===== src/rtl/seq_defs.sv =====
// Shared definitions for the sequence generator/detector pair.
// Holds the FSM state encodings and the default pattern constant.
package seq_defs;

  typedef enum logic [1:0] {
    ST_IDLE  = 2'd0,
    ST_SHIFT = 2'd1,
    ST_GAP   = 2'd2,
    ST_DONE  = 2'd3
  } seq_state_e;

  localparam int         SEQ_PAT_W_DEFAULT = 4;
  localparam logic [3:0] SEQ_PAT_DEFAULT   = 4'b1011;

  // Width of a down-counter that must hold PAT_W-1; never narrower than one bit.
  function automatic int bitCntWidth(input int patW);
    return (patW <= 2) ? 1 : $clog2(patW);
  endfunction

endpackage


===== src/rtl/sequence_gen_tx_if.sv =====
// Control/status bundle of the serial pattern transmitter.
// The master drives the request side; the slave (transmitter) drives the serial/status side.
interface sequence_gen_tx_if #(
  parameter int PAT_W = 4,
  parameter int CNT_W = 8,
  parameter int GAP_W = 4
);

  logic             start;
  logic             abort;
  logic [PAT_W-1:0] pattern;
  logic [CNT_W-1:0] rep_cnt;
  logic [GAP_W-1:0] gap_len;
  logic             sequence_out;
  logic             seq_valid;
  logic             busy;
  logic             done;

  modport master (
    output start, abort, pattern, rep_cnt, gap_len,
    input  sequence_out, seq_valid, busy, done
  );

  modport slave (
    input  start, abort, pattern, rep_cnt, gap_len,
    output sequence_out, seq_valid, busy, done
  );

endinterface


===== src/rtl/seq_shift_reg.sv =====
// PAT_W-bit parallel-load shift register, MSB-first; load wins over shift.
// The vacated LSB fills with zero so a drained register reads all zeros.
module seq_shift_reg #(
  parameter int PAT_W = 4
) (
  input  logic             clock,
  input  logic             reset,
  input  logic             load_i,
  input  logic             shift_i,
  input  logic [PAT_W-1:0] data_i,
  output logic             msb_o
);

  logic [PAT_W-1:0] shReg_q;

  always_ff @(posedge clock or negedge reset) begin
    if (!reset) begin
      shReg_q <= '0;
    end else if (load_i) begin
      shReg_q <= data_i;
    end else if (shift_i) begin
      shReg_q <= {shReg_q[PAT_W-2:0], 1'b0};
    end
  end

  assign msb_o = shReg_q[PAT_W-1];

endmodule


===== src/rtl/sequence_gen_tx.sv =====
// Serial pattern transmitter: sends a captured PAT_W-bit pattern MSB-first rep_cnt times.
// Optional feature macro SEQ_GEN_GAP_EN inserts gap_len zero cycles between repetitions.
module sequence_gen_tx
  import seq_defs::*;
#(
  parameter int PAT_W = SEQ_PAT_W_DEFAULT,
  parameter int CNT_W = 8,
  parameter int GAP_W = 4
) (
  input logic              clock,
  input logic              reset,
  sequence_gen_tx_if.slave bus
);

  localparam int              BC_W    = bitCntWidth(PAT_W);
  localparam logic [BC_W-1:0] BIT_MSB = BC_W'(PAT_W - 1);

  seq_state_e       state_q, state_d;
  logic [BC_W-1:0]  bitCnt_q, bitCnt_d;
  logic [CNT_W-1:0] repCnt_q, repCnt_d;
  logic [PAT_W-1:0] pattern_q, pattern_d;
  logic             seqOut_q, seqValid_q, busy_q, done_q;
  logic             srLoad, srShift, srMsb;
  logic [PAT_W-1:0] srData;

`ifdef SEQ_GEN_GAP_EN
  logic [GAP_W-1:0] gapLen_q, gapLen_d;
  logic [GAP_W-1:0] gapCnt_q, gapCnt_d;
`else
  logic [GAP_W-1:0] unused_gapLen;
  assign unused_gapLen = bus.gap_len;
`endif

  seq_shift_reg #(.PAT_W(PAT_W)) u_shift (
    .clock   (clock),
    .reset   (reset),
    .load_i  (srLoad),
    .shift_i (srShift),
    .data_i  (srData),
    .msb_o   (srMsb)
  );

  // Next-state logic; a reload of the shift register restarts the bit counter at the MSB.
  always_comb begin
    state_d   = state_q;
    bitCnt_d  = bitCnt_q;
    repCnt_d  = repCnt_q;
    pattern_d = pattern_q;
    srLoad    = 1'b0;
    srShift   = 1'b0;
    srData    = pattern_q;
`ifdef SEQ_GEN_GAP_EN
    gapLen_d  = gapLen_q;
    gapCnt_d  = gapCnt_q;
`endif

    unique case (state_q)
      ST_IDLE: begin
        if (bus.start && !bus.abort) begin
          pattern_d = bus.pattern;
          repCnt_d  = bus.rep_cnt;
`ifdef SEQ_GEN_GAP_EN
          gapLen_d  = bus.gap_len;
`endif
          if (bus.rep_cnt != '0) begin
            state_d  = ST_SHIFT;
            srLoad   = 1'b1;
            srData   = bus.pattern;
            bitCnt_d = BIT_MSB;
          end else begin
            state_d  = ST_DONE;
          end
        end
      end

      ST_SHIFT: begin
        srShift  = 1'b1;
        bitCnt_d = bitCnt_q - 1'b1;
        if (bitCnt_q == '0) begin
          if (repCnt_q > CNT_W'(1)) begin
            repCnt_d = repCnt_q - 1'b1;
`ifdef SEQ_GEN_GAP_EN
            if (gapLen_q != '0) begin
              state_d  = ST_GAP;
              gapCnt_d = gapLen_q - 1'b1;
            end else begin
              srLoad   = 1'b1;
              bitCnt_d = BIT_MSB;
            end
`else
            srLoad   = 1'b1;
            bitCnt_d = BIT_MSB;
`endif
          end else begin
            repCnt_d = '0;
            state_d  = ST_DONE;
          end
        end
      end

      ST_GAP: begin
`ifdef SEQ_GEN_GAP_EN
        if (gapCnt_q == '0) begin
          state_d  = ST_SHIFT;
          srLoad   = 1'b1;
          bitCnt_d = BIT_MSB;
        end else begin
          gapCnt_d = gapCnt_q - 1'b1;
        end
`else
        state_d = ST_IDLE;
`endif
      end

      ST_DONE: begin
        state_d = ST_IDLE;
      end

      default: begin
        state_d = ST_IDLE;
      end
    endcase

    if (bus.abort && (state_q != ST_IDLE)) begin
      state_d = ST_IDLE;
    end
  end

  // Outputs are registered from the current state, so bits trail the state by one clock;
  // busy follows the next state so it drops in the same cycle done rises.
  always_ff @(posedge clock or negedge reset) begin
    if (!reset) begin
      state_q    <= ST_IDLE;
      bitCnt_q   <= '0;
      repCnt_q   <= '0;
      pattern_q  <= '0;
      seqOut_q   <= 1'b0;
      seqValid_q <= 1'b0;
      busy_q     <= 1'b0;
      done_q     <= 1'b0;
`ifdef SEQ_GEN_GAP_EN
      gapLen_q   <= '0;
      gapCnt_q   <= '0;
`endif
    end else begin
      state_q    <= state_d;
      bitCnt_q   <= bitCnt_d;
      repCnt_q   <= repCnt_d;
      pattern_q  <= pattern_d;
      seqValid_q <= (state_q == ST_SHIFT) && !bus.abort;
      seqOut_q   <= (state_q == ST_SHIFT) && !bus.abort && srMsb;
      busy_q     <= (state_d != ST_IDLE);
      done_q     <= (state_q == ST_DONE) && !bus.abort;
`ifdef SEQ_GEN_GAP_EN
      gapLen_q   <= gapLen_d;
      gapCnt_q   <= gapCnt_d;
`endif
    end
  end

  assign bus.sequence_out = seqOut_q;
  assign bus.seq_valid    = seqValid_q;
  assign bus.busy         = busy_q;
  assign bus.done         = done_q;

endmodule


===== src/flat_wrapper.sv =====
// flat-port wrapper written by rule: the top's interface ports become plain ports
module sequence_gen_tx_flat import seq_defs::*;
#(
  parameter int PAT_W = SEQ_PAT_W_DEFAULT,
  parameter int CNT_W = 8,
  parameter int GAP_W = 4
)
  (clock, reset, bus_start, bus_abort, bus_pattern, bus_rep_cnt, bus_gap_len, bus_sequence_out, bus_seq_valid, bus_busy, bus_done);
  sequence_gen_tx_if #(.PAT_W(PAT_W), .CNT_W(CNT_W), .GAP_W(GAP_W)) bus_i ();
  input logic clock;
  input logic reset;
  input wire logic [$bits(bus_i.start)-1:0] bus_start;
  input wire logic [$bits(bus_i.abort)-1:0] bus_abort;
  input wire logic [$bits(bus_i.pattern)-1:0] bus_pattern;
  input wire logic [$bits(bus_i.rep_cnt)-1:0] bus_rep_cnt;
  input wire logic [$bits(bus_i.gap_len)-1:0] bus_gap_len;
  output wire logic [$bits(bus_i.sequence_out)-1:0] bus_sequence_out;
  output wire logic [$bits(bus_i.seq_valid)-1:0] bus_seq_valid;
  output wire logic [$bits(bus_i.busy)-1:0] bus_busy;
  output wire logic [$bits(bus_i.done)-1:0] bus_done;
  assign bus_i.start = bus_start;
  assign bus_i.abort = bus_abort;
  assign bus_i.pattern = bus_pattern;
  assign bus_i.rep_cnt = bus_rep_cnt;
  assign bus_i.gap_len = bus_gap_len;
  assign bus_sequence_out = bus_i.sequence_out;
  assign bus_seq_valid = bus_i.seq_valid;
  assign bus_busy = bus_i.busy;
  assign bus_done = bus_i.done;
  sequence_gen_tx #(.PAT_W(PAT_W), .CNT_W(CNT_W), .GAP_W(GAP_W)) u_core (.clock(clock), .reset(reset), .bus(bus_i));
endmodule

===== config.mk =====
export PLATFORM = sky130hd
export DESIGN_NAME = sequence_gen_tx_flat
export DESIGN_NICKNAME = d
export VERILOG_FILES = /design/src/rtl/seq_defs.sv /design/src/rtl/sequence_gen_tx_if.sv /design/src/rtl/seq_shift_reg.sv /design/src/rtl/sequence_gen_tx.sv /design/src/flat_wrapper.sv
export SDC_FILE = /design/constraint.sdc
export NUM_CORES = 1
export LEC_CHECK = 0
export ABC_AREA = 1
export ABC_CLOCK_PERIOD_IN_PS = 4100
export CORE_MARGIN = 3
export CORE_UTILIZATION = 25
export CTS_CLUSTER_SIZE = 10
export DETAILED_ROUTE_END_ITERATION = 8
export GPL_ROUTABILITY_DRIVEN = 0
export PLACE_DENSITY = 0.42
export SETUP_SLACK_MARGIN = 0.2
export SYNTH_ARGS = -nofsm -noshare
export SYNTH_HDL_FRONTEND = slang
export SYNTH_HIERARCHICAL = 1
export SYNTH_SLANG_ARGS = --single-unit

===== constraint.sdc =====
create_clock -name clock -period 4.1 [get_ports clock]
set_input_delay 0.41 -clock clock [delete_from_list [all_inputs] [get_ports clock]]
set_output_delay 0.41 -clock clock [all_outputs]
set_load 0.01 [all_outputs]

[Yosys cells after proc, flatten, opt, wreduce, memory -nomap -nowiden]
Cells that the tools add are included.
Word-level totals
  register bits: 24
  input bits: 20
  output and inout bits: 4
  word-level logic and storage cells: 61
Operators by class
  add/sub/neg operators: 2
  order comparisons: 1
  eq/ne operators: 6
  muxes and demuxes: 26
  reductions and logical operators: 17
Operators with widths (count)
  $mux 8: 3
  $mux 4: 5
  $mux 2: 9
  $pmux 8 s2: 1
  $gt 8x1->1 const B: 1
  $reduce_bool 2->1: 4
  $reduce_bool 8->1: 1
  $sub 8x1->8 const B: 1
  $ne 2x1->1 const B: 3
  $pmux 2 s3: 1
  $reduce_and 3->1: 2
  $logic_and 1x1->1: 5
  $mux 1: 5
  $eq 2x2->1 const B: 2
  $logic_not 2->1: 2
  $pmux 2 s2: 1
  $eq 2x1->1 const B: 1
  $pmux 1 s2: 1
  $reduce_and 2->1: 1
  $reduce_or 2->1: 1
  $sub 2x1->2 const B: 1
  $logic_not 1->1: 1

[Depth between registers and ports, before layout]
  word-level depth: 6
  depth in mapped cells: 10

[Modules after synthesis]
Netlist, hierarchy kept.
By module, submodules not included
  sequence_gen_tx: times used 1, cells each 155, area each 1186.1 sq um, sequential area each 500.5 sq um
  seq_shift_reg: times used 1, cells each 21, area each 173.9 sq um, sequential area each 100.1 sq um

[Least setup slack after synthesis]
No wires, ideal clock.
  kind: flip-flop to flip-flop
  start point: register u_core.state_q[0]
  end point: register u_core.u_shift.shReg_q[2]
  library setup time: 0.124 ns
  arrival time: 1.477 ns
  path slack: 2.499 ns
  stages on the path, launching flop included: 10
  buffers on the path: 1
  path through: dfrtp_1 nor2_1 inv_1 nor2_4 inv_2 buf_4 o22ai_1 nor2_2 nand2_1 nand3_1
On the way
  longest elaborated chain between the ends: 3
Ends and longest elaborated chain
  start, declared: line sequence_gen_tx.sv:18  | seq_state_e state_q, state_d;
  start signal, assigned: line sequence_gen_tx.sv:146  | state_q <= state_d;
  $eq 2x1->1 or $logic_not 2->1 (tied branches): line sequence_gen_tx.sv:57  | unique case (state_q)
  $pmux 1 s2 (*): line sequence_gen_tx.sv:57
  named net u_core.srLoad: line sequence_gen_tx.sv:23  | logic srLoad, srShift, srMsb;
  $mux 4 or $reduce_bool 2->1 (tied branches)
  end signal, assigned: line seq_shift_reg.sv:20  | shReg_q <= data_i;
  end signal, assigned: line seq_shift_reg.sv:22  | shReg_q <= {shReg_q[PAT_W-2:0], 1'b0};
  end, declared: line seq_shift_reg.sv:14  | logic [PAT_W-1:0] shReg_q;
The timed path passes the listed nets; every way through them passes the cells marked *.
A chain may end at the register's enable or synchronous reset.

[Worst setup path after layout]
  start point: input bus_abort
  end point: register u_core.u_shift.shReg_q[2]
On the way
  longest elaborated chain between the ends: 5
Ends and longest elaborated chain
  start, declared: line flat_wrapper.sv:13  | input wire logic [$bits(bus_i.abort)-1:0] bus_abort;
  $logic_not 1->1 (*): line sequence_gen_tx.sv:59  | if (bus.start && !bus.abort) begin
  $logic_and 1x1->1 (*): line sequence_gen_tx.sv:59
  $mux 1 (*): line sequence_gen_tx.sv:59
  $pmux 1 s2 (*): line sequence_gen_tx.sv:57
  named net u_core.srLoad: line sequence_gen_tx.sv:23
  $mux 4 or $reduce_bool 2->1 (tied branches)
Marks and branches as above.

==> key figures <==
Routing
  • DRC: 0
  • Drt initial violations: 59
  • Total wire length: ~3.2 mm
  • DRT Pass-1 Iters: 6
  • Drt via density: between 4 and 5
  • Wire length per cell: around 12 µm
  • Antenna viol nets, final: 0
  • Via count: around 1200

Synthesis
  • Cell count after synthesis: 176
  • Top cells by area, synth: dfrtp_1 (44%), nand2_1 (9.4%), a21oi_1 (7.4%)
  • Count of state elements after synthesis: 24
  • Post-synthesis cell type count: 23
  • Area fraction of the dominant cell type after synthesis: 44.16%
  • Synthesized area: 1360 µm²
  • Post-synth top area cell: dfrtp_1
  • Leading register cell type out of synthesis: dfrtp_1
  • Synth Net Count: approximately 200
  • FFs w/ async S/R, synth: 100.0%
  • Seq/Total Area, Yosys: between 40 and 50%
  • Yosys warning count: 6
  • Post-synth EDFFs: 0
  • Mean Syn Cell Area: 7.728 µm²

Critical path
  • Most numerous cell on the critical path: inv_2
  • Worst reg2reg path depth: 10
  • Crit. End Element: flip-flop
  • Setup Crit Path Kind: input pin to flip-flop
  • CP max stage cell: clkdlybuf4s50_1
  • R2R Setup Slk: 2210 ps
  • Critical Path Start Type: input pin
  • CP Cell Sequence: clkdlybuf4s50_1 > inv_2 > nand2_2 > nor2_4 > inv_2 > o22ai_1 > nor2_2 > nand2_1 > nand3_1
  • CP arrival: 2150 ps
  • Critical path required time: 4260 ps
  • Crit path buf inv count: 3
  • Worst path top cell family by delay: buffers and inverters
  • FF-to-FF End: u_core/u_shift/shReg_q[2]
  • Worst R2R Start: u_core/repCnt_q[0]
  • Worst Path Max Fanout: 12
  • Critical path's largest stage delay: 540 ps

Cells and area
  • Area grow syn2layout: 25.30%
  • N_diodes: 0
  • Commonest non-fill, non-tap cell in the layout: nand2_1
  • Net total in the final layout: approximately 220
  • Share of layout cells above drive strength 1: 10.10%
  • Most frequent cells in the layout: nand2_1 (34), nor2_1 (25), dfrtp_1 (24)
  • Fillcell total: roughly 570
  • Post-route cell area: approximately 1700 µm²

STA
  • Final Max Tran Viols: 0
  • Crit path time final: roughly 2000 ps
  • Clk_skew: approximately 2.7 ps
  • Fin Setup TNS: 0 ps
  • F_max: 0.5024 GHz
  • Slew margin rel.: 64.71%
  • Final Setup Violations: 0
  • RSZ-0062 raised after global routing: false
  • Final hold violation count: 0
  • Crit share post-route: about half
  • Slew @ Worst Pin: between 500 and 600 ps
  • Worst hold slack: 481.0 ps

Die
  • Core Rows: 26
  • Starting density of the core: a little over a quarter
  • DIE AREA: ~6400 µm²
  • Die Y-Extent: ~80 µm
  • Core ar.: around 5200 µm²
  • Die W: ~80 µm
  • # IOs: 24

CTS
  • Total CTS buffers: 3
  • Hold buffers post-CTS: 0
  • Post-CTS setup buffer count: 0
  • # clock sinks: 24
  • Post-CTS sizing: 0
  • Htree depth: 1
  • Clk Latency, worst-skew pair: ~270 ps
  • CTS Root Buffer Type: clkbuf_8
  • CTS tree: done
  • Worst-path clk slew: 90 ps
  • CTS Buffer Depth: 2

GRT
  • Largest net degree at the start of global routing: 25
  • Gr ovfl total: 0
  • Global-route wire length before repair: about 5.5 mm
  • Initial antenna violation count: 0
  • Vias in the first global route: 1193
  • GR Util All Layers: between 10% and 20%

Power and ir drop
  • Worst VDD drop: between 200 and 250 µV
  • Pleak: 0.7640 nW
  • Pwr/cell area: around 510 nW/µm²

Worst hold path
  • Hold Crit Depth: 2
  • Worst Hold Path EP: u_core/u_shift/shReg_q[3]
  • Worst Hold Class: flip-flop to flip-flop
  • Min-Delay Startpoint: u_core/u_shift/shReg_q[3]

Run
  • Max_cap viols: 0

Run status
  • Outcome: completed

Placement
  • DP HPWL: 2.385 mm
  • Input/output buffers: 19
  • Placed inst area: approximately 1600 µm²
-- worst max-delay path by stage --
stage	end	from	depth (start not counted)
4_1_cts	u_core/u_shift/shReg_q[2]	bus_abort	9
5_1_grt	u_core/u_shift/shReg_q[2]	bus_abort	9
6_report	u_core/u_shift/shReg_q[2]	bus_abort	9
3_3_place_gp	u_core/u_shift/shReg_q[1]	bus_abort	9
3_5_place_dp	u_core/u_shift/shReg_q[2]	bus_abort	9
2_1_floorplan	u_core/u_shift/shReg_q[2]	u_core/state_q[0]	9
-- worst register-to-register path: stages (launching register included) --
cell and delay [ps]:
dfrtp_1 420, inv_1 90, ha_1 300, inv_1 70, nand2_1 70, nand2_1 70
nor2_2 220, o22ai_1 230, nor2_2 230, nand2_1 70, nand3_1 70
-- metrics by stage --
stage	power, mW	util, %	cells	setup WS (ps)
final	0.8722	32.95	268	2109
after global routing	0.9516	32.95	268	1896
after CTS	0.8847	32.95	268	2091
after detailed placement	0.6685	31.57	264	1792
after global placement	0.6535	31.57	264	1840
after floorplan	0.5774	-	176	2499
-- Yosys cell counts, types with 2 or more instances --
master,number
nand4_1,2
inv_2,4
xor2_1,2
nor2_2,2
ha_1,3
nand2_1,34
nand2_2,2
o21ai_1,4
nor2_1,25
inv_1,21
nand3_1,13
a21oi_1,20
nor2_4,6
dfrtp_1,24
o21ai_0,6
-- sequential cells by signal, summed over array words and instances, names as in the netlist --
| name | flops |
|---|---|
| u_core/bus.done | 1 |
| u_core/bus.seq_valid | 1 |
| u_core/bus.busy | 1 |
| u_core/repCnt_q | 8 |
| u_core/state_q | 2 |
| u_core/u_shift/shReg_q | 4 |
| u_core/bus.sequence_out | 1 |
| u_core/pattern_q | 4 |
| u_core/bitCnt_q | 2 |
-- cell type report --
type	instances	area (µm²)	share of cell area [%]
clock buffer	3	41.29	2.423
clock inverter	1	30.03	1.762
inverter	25	93.84	5.507
multi-input combinational	125	653.1	38.33
sequential	24	600.6	35.24
tap	70	87.58	5.140
timing repair buffer	20	197.7	11.60
-- cells by family after synthesis --
kind of cell,Yosys count,share of synthesized area (%)
buf+inv,27,7.820
compound gates,34,13.16
simple gates,86,30.82
xor+xnor,2,1.288
fa+ha+maj,3,2.760
flops,24,44.16
-- layer usage --
metal  routed length, µm  vias up  GRT usage [%]
met5                   0        -              0
met4                  19        0          2.027
met3                 110        2          2.483
met2                1620       16          20.28
met1                1427      584          13.30
li1                    -      605              -
-- power breakdown --
part	internal, mW	total (mW)	switching [mW]
Clock	0.131	0.212	0.0819
Combinational	0.117	0.283	0.166
Sequential	0.309	0.377	0.0679
(Power assumes the default switching activity.)
